## config.mk

```make
export PLATFORM = sky130hd
export DESIGN_NAME = spi_slave
export DESIGN_NICKNAME = d
export VERILOG_FILES = /design/src/rtl/spi_slave.sv
export SDC_FILE = /design/constraint.sdc
export NUM_CORES = 1
export LEC_CHECK = 0
export CAP_MARGIN = 10
export CORE_UTILIZATION = 40
export CTS_CLUSTER_DIAMETER = 150
export DETAILED_ROUTE_END_ITERATION = 8
export SYNTH_ARGS = -nofsm -noshare
export SYNTH_HDL_FRONTEND = slang
export SYNTH_SLANG_ARGS = --single-unit
```

## constraint.sdc

```tcl
create_clock -name clk -period 2.9 [get_ports clk]
set_clock_uncertainty 0.15 [all_clocks]
set_input_delay 0.29 -clock clk [delete_from_list [all_inputs] [get_ports clk]]
set_output_delay 0.29 -clock clk [all_outputs]
set_load 0.005 [all_outputs]
```

## src/rtl/spi_slave.sv

```systemverilog
// SPI mode-0 target endpoint: synchronized pins, MSB-first rx/tx shifters and a
// one-entry TX holding buffer with a ready/load handshake.
module spi_slave #(
  parameter int DATA_WIDTH  = 8,
  parameter int SYNC_STAGES = 2
) (
  input  logic                  clk,
  input  logic                  reset,
  input  logic                  spi_clk,
  input  logic                  mosi,
  input  logic                  cs,
  output logic                  miso,
  input  logic [DATA_WIDTH-1:0] tx_data,
  input  logic                  tx_load,
  output logic                  tx_ready,
  output logic [DATA_WIDTH-1:0] rx_data,
  output logic                  rx_valid,
  output logic                  busy,
  output logic                  tx_underrun
);
  // state | meaning
  // IDLE  | cs deasserted, miso held low, spi_clk edges ignored
  // SHIFT | cs asserted, shifting words on spi_clk edges
  typedef enum logic {IDLE, SHIFT} state_t;

  localparam int CW = (DATA_WIDTH > 2) ? $clog2(DATA_WIDTH) : 1;
  localparam logic [CW-1:0] LAST_BIT = CW'(DATA_WIDTH - 1);

  state_t                 state_q, state_d;
  logic [SYNC_STAGES-1:0] sclk_sync_q, sclk_sync_d;
  logic [SYNC_STAGES-1:0] cs_sync_q, cs_sync_d;
  logic [SYNC_STAGES-1:0] mosi_sync_q, mosi_sync_d;
  logic                   sclk_prev_q, sclk_prev_d;
  logic                   cs_prev_q, cs_prev_d;
  logic [CW-1:0]          bit_cnt_q, bit_cnt_d;
  logic [DATA_WIDTH-1:0]  rx_shift_q, rx_shift_d;
  logic [DATA_WIDTH-1:0]  tx_shift_q, tx_shift_d;
  logic [DATA_WIDTH-1:0]  buf_q, buf_d;
  logic                   buf_full_q, buf_full_d;
  logic [DATA_WIDTH-1:0]  rx_data_q, rx_data_d;
  logic                   rx_valid_q, rx_valid_d;
  logic                   miso_q, miso_d;
  logic                   underrun_q, underrun_d;
  logic                   load_pend_q, load_pend_d;

  logic sclk_s, cs_s, mosi_s;
  logic sclk_rise, sclk_fall, cs_fall, cs_rise, load_pt;

  assign sclk_s    = sclk_sync_q[SYNC_STAGES-1];
  assign cs_s      = cs_sync_q[SYNC_STAGES-1];
  assign mosi_s    = mosi_sync_q[SYNC_STAGES-1];
  assign sclk_rise = sclk_s & ~sclk_prev_q;
  assign sclk_fall = ~sclk_s & sclk_prev_q;
  assign cs_fall   = ~cs_s & cs_prev_q;
  assign cs_rise   = cs_s & ~cs_prev_q;

  always_comb begin
    state_d     = state_q;
    sclk_sync_d = {sclk_sync_q[SYNC_STAGES-2:0], spi_clk};
    cs_sync_d   = {cs_sync_q[SYNC_STAGES-2:0], cs};
    mosi_sync_d = {mosi_sync_q[SYNC_STAGES-2:0], mosi};
    sclk_prev_d = sclk_s;
    cs_prev_d   = cs_s;
    bit_cnt_d   = bit_cnt_q;
    rx_shift_d  = rx_shift_q;
    tx_shift_d  = tx_shift_q;
    buf_d       = buf_q;
    buf_full_d  = buf_full_q;
    rx_data_d   = rx_data_q;
    rx_valid_d  = 1'b0;
    miso_d      = miso_q;
    underrun_d  = 1'b0;
    load_pend_d = load_pend_q;
    load_pt     = 1'b0;

    if (tx_load && !buf_full_q) begin
      buf_d      = tx_data;
      buf_full_d = 1'b1;
    end

    case (state_q)
      IDLE: begin
        miso_d = 1'b0;
        if (cs_fall) begin
          state_d     = SHIFT;
          bit_cnt_d   = '0;
          load_pend_d = 1'b0;
          load_pt     = 1'b1;
        end
      end
      SHIFT: begin
        if (cs_rise) begin
          state_d     = IDLE;
          bit_cnt_d   = '0;
          miso_d      = 1'b0;
          load_pend_d = 1'b0;
        end else if (sclk_rise) begin
          rx_shift_d = {rx_shift_q[DATA_WIDTH-2:0], mosi_s};
          if (bit_cnt_q == LAST_BIT) begin
            rx_data_d   = {rx_shift_q[DATA_WIDTH-2:0], mosi_s};
            rx_valid_d  = 1'b1;
            bit_cnt_d   = '0;
            load_pend_d = 1'b1;
          end else begin
            bit_cnt_d = bit_cnt_q + CW'(1);
          end
        end else if (sclk_fall) begin
          if (load_pend_q) begin
            load_pt     = 1'b1;
            load_pend_d = 1'b0;
          end else begin
            tx_shift_d = {tx_shift_q[DATA_WIDTH-2:0], 1'b0};
            miso_d     = tx_shift_q[DATA_WIDTH-2];
          end
        end
      end
      default: state_d = IDLE;
    endcase

    // A load point always samples the buffer as it was before this cycle's tx_load.
    if (load_pt) begin
      if (buf_full_q) begin
        tx_shift_d = buf_q;
        buf_full_d = 1'b0;
        miso_d     = buf_q[DATA_WIDTH-1];
      end else begin
        tx_shift_d = '0;
        underrun_d = 1'b1;
        miso_d     = 1'b0;
      end
    end
  end

  always_ff @(posedge clk) begin
    if (reset) begin
      state_q     <= IDLE;
      sclk_sync_q <= '0;
      cs_sync_q   <= '1;
      mosi_sync_q <= '0;
      sclk_prev_q <= 1'b0;
      cs_prev_q   <= 1'b1;
      bit_cnt_q   <= '0;
      rx_shift_q  <= '0;
      tx_shift_q  <= '0;
      buf_q       <= '0;
      buf_full_q  <= 1'b0;
      rx_data_q   <= '0;
      rx_valid_q  <= 1'b0;
      miso_q      <= 1'b0;
      underrun_q  <= 1'b0;
      load_pend_q <= 1'b0;
    end else begin
      state_q     <= state_d;
      sclk_sync_q <= sclk_sync_d;
      cs_sync_q   <= cs_sync_d;
      mosi_sync_q <= mosi_sync_d;
      sclk_prev_q <= sclk_prev_d;
      cs_prev_q   <= cs_prev_d;
      bit_cnt_q   <= bit_cnt_d;
      rx_shift_q  <= rx_shift_d;
      tx_shift_q  <= tx_shift_d;
      buf_q       <= buf_d;
      buf_full_q  <= buf_full_d;
      rx_data_q   <= rx_data_d;
      rx_valid_q  <= rx_valid_d;
      miso_q      <= miso_d;
      underrun_q  <= underrun_d;
      load_pend_q <= load_pend_d;
    end
  end

  assign miso        = miso_q;
  assign tx_ready    = ~buf_full_q;
  assign rx_data     = rx_data_q;
  assign rx_valid    = rx_valid_q;
  assign busy        = ~cs_s;
  assign tx_underrun = underrun_q;
endmodule

```

# After elaboration in Yosys (flattened, before gate mapping)
# Cells that the tools add are included.
# W data, S select, Z words.
# totals
mem_bits_ro	0
out_inout_bits	13
ramBits	0
word_cells	91
register_bits	47
latch_bits	0
memories	0
# classes
order_cmp	0
n_eq_ne	11
div_mod_pow	0
n_bitwise	13
multipliers	0
muxes	38
shifts	0
add_sub_neg	1
reduce_logical	12
# op_table
op	count
$mux W7	7
$mux W1	22
$mux W3	4
$ne A4 B2 Y1 const B	3
$not A1 Y1	9
$reduce_and A3 Y1	3
$ne A4 B1 Y1 const B	2
$pmux W1 S2	4
$ne A2 B1 Y1 const B	3
$pmux W3 S2	1
$reduce_and A5 Y1	1
$and A1 B1 Y1	4
$reduce_and A4 Y1	1
$reduce_bool A2 Y1	2
$reduce_or A4 Y1	1
$add A3 B1 Y3 const B	1
$eq A3 B3 Y1 const B	1
$ne A3 B1 Y1 const B	1
$ne A2 B2 Y1 const B	1
$reduce_and A2 Y1	1
$reduce_or A2 Y1	1
$logic_and A1 B1 Y1	1
$logic_not A1 Y1	1

# Logic depth before layout (Yosys ltp)
# logic_depth
word_depth	8
mapped_depth	6
depth_no_buf	5

# Worst setup path before layout
# OpenSTA, ideal clock, no wires.
# synth_timing
kind	reg-to-reg
start	register cs_prev_q
end	register tx_shift_q[1]
required_time_ns	2.672
stages_incl_launch_ff	5
arrival_ns	1.312
n_path_buf	0
setup_time_ns	0.078
synth_period_minus_slack_ns	1.540
path_slack_ns	1.360
cell_sequence	dfxtp_1 -> or3b_4 -> o32ai_4 -> a221oi_1 -> nor3_1
# synth_via
elab_chain_cells	6
word_cells_on_any_way	13
# synth_lines
element	line	source
start: declaration	34	logic cs_prev_q, cs_prev_d;
start signal: assignment	158	cs_prev_q <= cs_prev_d;
$not A1 Y1	55	assign cs_rise = cs_s & ~cs_prev_q;
$and A1 B1 Y1	55	
$mux W1	92	if (cs_rise) begin
$pmux W1 S2	81	case (state_q)
$ne A2 B1 Y1 (no line) or $reduce_bool A2 Y1 (tied branches)	n/a	
$reduce_and A5 Y1 (no line)	n/a	
end signal: assignment	161	tx_shift_q <= tx_shift_d;
end: declaration	37	logic [DATA_WIDTH-1:0] tx_shift_q, tx_shift_d;
# Parallel ways exist; a longest one is shown, timed or not.
# A chain may end at the register's enable or synchronous reset.

# Worst setup path after layout
# layout_timing
start	register bit_cnt_q[0]
end	register rx_data_q[2], in the netlist rx_data[2]
# layout_via
elab_chain_cells	2
# layout_lines
element	line	source
start: declaration	35	logic [CW-1:0] bit_cnt_q, bit_cnt_d;
start signal: assignment	159	bit_cnt_q <= bit_cnt_d;
$eq A3 B3 Y1	99	if (bit_cnt_q == LAST_BIT) begin
$reduce_and A4 Y1 (no line)	n/a	
end signal: assignment	164	rx_data_q <= rx_data_d;
end: declaration	40	logic [DATA_WIDTH-1:0] rx_data_q, rx_data_d;
# Every way passes these cells.

==> reports/results.tsv <==
stage	metric	value	unit
clock_tree	hold_buf cts	0	
placement	Detailed Place HPWL	2395	µm
placement	Placed Instances	272	
pwr	VDD IR-drop max	0.2849	mV
setup_path	Critical R2R Capture	rx_data[2]	
setup_path	most frequent cell on the critical path	ha_1	
pwr	Pleak	0.7679	nW
setup_path	r2r startpoint	bit_cnt_q[0]	
global_route	met1 GRT Util	0.2355	
clock_tree	Post-CTS Resized	0	
clock_tree	CTS Sinks	47	
floorplan	Starting Density	0.4167	
layout	final cell count without fillers	279	
timing	# setup viols final	0	
clock_tree	Clock Latency Late Sink	290	ps
synthesis	compound-cell area share of the yosys netlist	0.1740	
setup_path	CP Capture Type	flop	
setup_path	CP Max Fanout	11	
layout	share of layout cells above drive strength 1	0.09692	
setup_path	Worst Path Buf+Inv	0	
global_route	vias in the first global route	1310	
clock_tree	Clock Pin Slew Worst Setup and Hold Paths	80	ps
timing	fmax	538.9	MHz
timing	RSZ-0062 raised after global routing	no	
global_route	met3 Usage GRT	0.03052	
synthesis	Cells after Synth	203	
floorplan	die area	4841	µm²
status	status	finished clean	
placement	gpl congestion	0.7921	
route	WL final	3422	µm
layout	P&R area growth vs syn	19.93	%
route	residual DRC count	0	
setup_path	cells along the critical path	ha_1 -> ha_1 -> nand4_1 -> nand2_1 -> a21oi_1	
layout	Antenna diodes	0	
synthesis	Warnings, synthesis	0	
layout	area of the multi-input gates	810.8	µm²
job	max-cap violations	0	
synthesis	mux cell area share after synthesis	0.006164	
synthesis	Post-Syn Area	1827	µm²
synthesis	Simple-Gate Fraction of Synth Area	0.2500	
route	Initial DRC Count	111	
pwr	pwr dens	522.2	nW/µm²
synthesis	register area share after synthesis	0.5151	
global_route	met2 usage	0.2157	
setup_path	crit path to	rx_data[2]	
floorplan	core box area	4384	µm²
route	via count	1432	
setup_path	Critical Path Max Stage Delay	410	ps
timing	final hold violation count	0	
clock_tree	Longest Clk Path Bufs	2	
synthesis	Synth Area in XOR/XNOR	0	
route	drt first pass iters	4	
synthesis	register bit total from synthesis	47	
global_route	GRT overflow	0	
route	final antenna-violating net count	0	
placement	I/O Buffers	26	
setup_path	Setup CP Type	reg2reg	
global_route	GRT Max-Usage Layer	met1	
timing	Worst slew margin	0.6085	
route	routed len/inst	12.27	µm
route	via-per-instance ratio	5.133	
layout	fin util	0.4997	
setup_path	cell family with most CP delay	simple AND/OR/NAND/NOR gates	
timing	Final Critical Period	1856	ps
global_route	largest net degree at the start of global routing	19	
setup_path	element type at the critical path start	flop	
min_path	Hold Path Class	reg2reg	
clock_tree	clock root buffer master	clkbuf_8	
timing	Final period util	0.6399	
setup_path	number of cells on the critical path	5	
setup_path	Reg2Reg Setup Slack	1040	ps
synthesis	synth unique cells	36	
timing	Max Slew Vio Count	0	
floorplan	row cnt	24	
timing	worst slew pin tran	586.0	ps
clock_tree	postcts setup bufs	0	
timing	setup_tns	0	ps
global_route	first-pass GRT wire length	6120	µm
clock_tree	CTS tree	built	
floorplan	width of the die	69.58	µm
timing	fin worst setup slack	1044	ps
synthesis	Post-Syn Nets	219	
timing	Hold WS	264.8	ps
layout	Seq. cell area	940.9	µm²
setup_path	critical path's slowest cell	nand4_1	
layout	fill cell count	424	
setup_path	Reg2Reg Depth	5	
global_route	GRT Overall Usage	0.1576	
synthesis	Synth Area per Inst	8.999	µm²
floorplan	io pins	27	
global_route	initial antenna violation count	0	
clock_tree	H-tree depth	2	
floorplan	Die H	69.58	µm
layout	Final nets	243	
synthesis	largest family of logic cells by synthesized area	simple AND/OR/NAND/NOR gates	
placement	Placement Setup Slack	1021	ps
setup_path	Critical Path AT	1890	ps
synthesis	Adder-Cell Fraction of Synth Area	0.01370	
clock_tree	Num CTS Buffers	5	
setup_path	Critical Path Source	bit_cnt_q[0]	
setup_path	critical path required time	2930	ps
-- report_power, final --
group	internal (mW)	switching [mW]	total (mW)
combinational	0.0415	0.0413	0.0828
sequential	0.664	0.0154	0.679
clock	0.187	0.195	0.382
-- worst min-delay path by stage --
| stage | cells after the start | endpoint | startpoint |
|---|---|---|---|
| 3_5_place_dp | 1 | cs_sync_q[1] | cs_sync_q[0] |
| 4_1_cts | 1 | cs_sync_q[1] | cs_sync_q[0] |
| 2_1_floorplan | 1 | cs_sync_q[1] | cs_sync_q[0] |
| 5_1_grt | 1 | cs_sync_q[1] | cs_sync_q[0] |
| 3_3_place_gp | 1 | cs_sync_q[1] | cs_sync_q[0] |
| 6_report | 1 | cs_sync_q[1] | cs_sync_q[0] |
-- per-stage QoR --
step	total power [mW]	instance area, µm²
5_1_grt	1.200	2191
2_1_floorplan	0.7440	1827
3_5_place_dp	0.7775	2103
6_report	1.144	2191
4_1_cts	1.161	2191
3_3_place_gp	0.7776	2103
-- kinds of logic after synthesis --
family / Yosys count
flops: 47
mux: 1
fa+ha+maj: 2
buf+inv: 14
simple gates: 94
compound gates: 45
-- layout by cell type, fill, tap and decap left out, types with 2 or more instances in the layout --
| master | instances |
|---|---|
| a21oi_1 | 27 |
| nand3_1 | 10 |
| dfxtp_1 | 47 |
| nor2b_1 | 8 |
| o21ai_0 | 2 |
| nor3_1 | 7 |
| buf_4 | 2 |
| clkbuf_8 | 6 |
| clkdlybuf4s50_1 | 26 |
| nand2_1 | 41 |
| nor2_1 | 13 |
| and2b_2 | 2 |
| a221oi_1 | 6 |
| a32oi_1 | 4 |
| nand2b_1 | 2 |
| or2_2 | 3 |
| ha_1 | 2 |
| inv_1 | 3 |
-- cell type report --
cell class	instances	area share
Clock inverter	1	0.002284
Timing Repair Buffer	28	0.1256
Clock buffer	6	0.03769
Tap cell	52	0.02970
Multi-Input combinational cell	142	0.3701
Sequential cell	47	0.4295
Inverter	3	0.005140
-- sequential cells by signal, indices dropped and copies added, names as in the netlist, 2 cells and up --
| signal | cells |
|---|---|
| bit_cnt_q | 3 |
| buf_q | 8 |
| cs_sync_q | 2 |
| mosi_sync_q | 2 |
| rx_data | 8 |
| rx_shift_q | 7 |
| sclk_sync_q | 2 |
| tx_shift_q | 7 |
-- layer usage --
| layer | wire [µm] | share of wire |
|---|---|---|
| met1 | 1875 | 0.55 |
| met2 | 1375 | 0.40 |
| met3 | 120 | 0.035 |
| met4 | 49 | 0.014 |
| met5 | 0 | 0 |
-- cells in the mapped netlist --
master / instances / area share
a21oi_1: 27 / 0.074
a221oi_1: 6 / 0.029
a311o_2: 1 / 0.0062
a311oi_2: 1 / 0.0082
a31oi_1: 1 / 0.0034
a32oi_1: 4 / 0.019
a41oi_2: 1 / 0.0089
and2b_2: 2 / 0.0096
and3_1: 1 / 0.0034
and4bb_2: 1 / 0.0068
buf_1: 1 / 0.0021
buf_2: 1 / 0.0027
buf_4: 1 / 0.0041
buf_6: 1 / 0.0062
clkbuf_1: 6 / 0.012
clkbuf_8: 1 / 0.0075
dfxtp_1: 47 / 0.52
ha_1: 2 / 0.014
inv_1: 3 / 0.0062
mux2_2: 1 / 0.0062
nand2_1: 41 / 0.084
nand2b_1: 2 / 0.0068
nand3_1: 10 / 0.027
nand4_1: 1 / 0.0034
nand4b_1: 1 / 0.0048
nor2_1: 13 / 0.027
nor2b_1: 8 / 0.027
nor3_1: 7 / 0.019
nor3b_2: 1 / 0.0068
nor4_1: 1 / 0.0034
o2111ai_1: 1 / 0.0048
o21ai_0: 2 / 0.0055
o32ai_4: 1 / 0.015
or2_2: 3 / 0.010
or3_1: 1 / 0.0034
or3b_4: 1 / 0.0062
No activity file was read; power rests on OpenSTA's default activity.
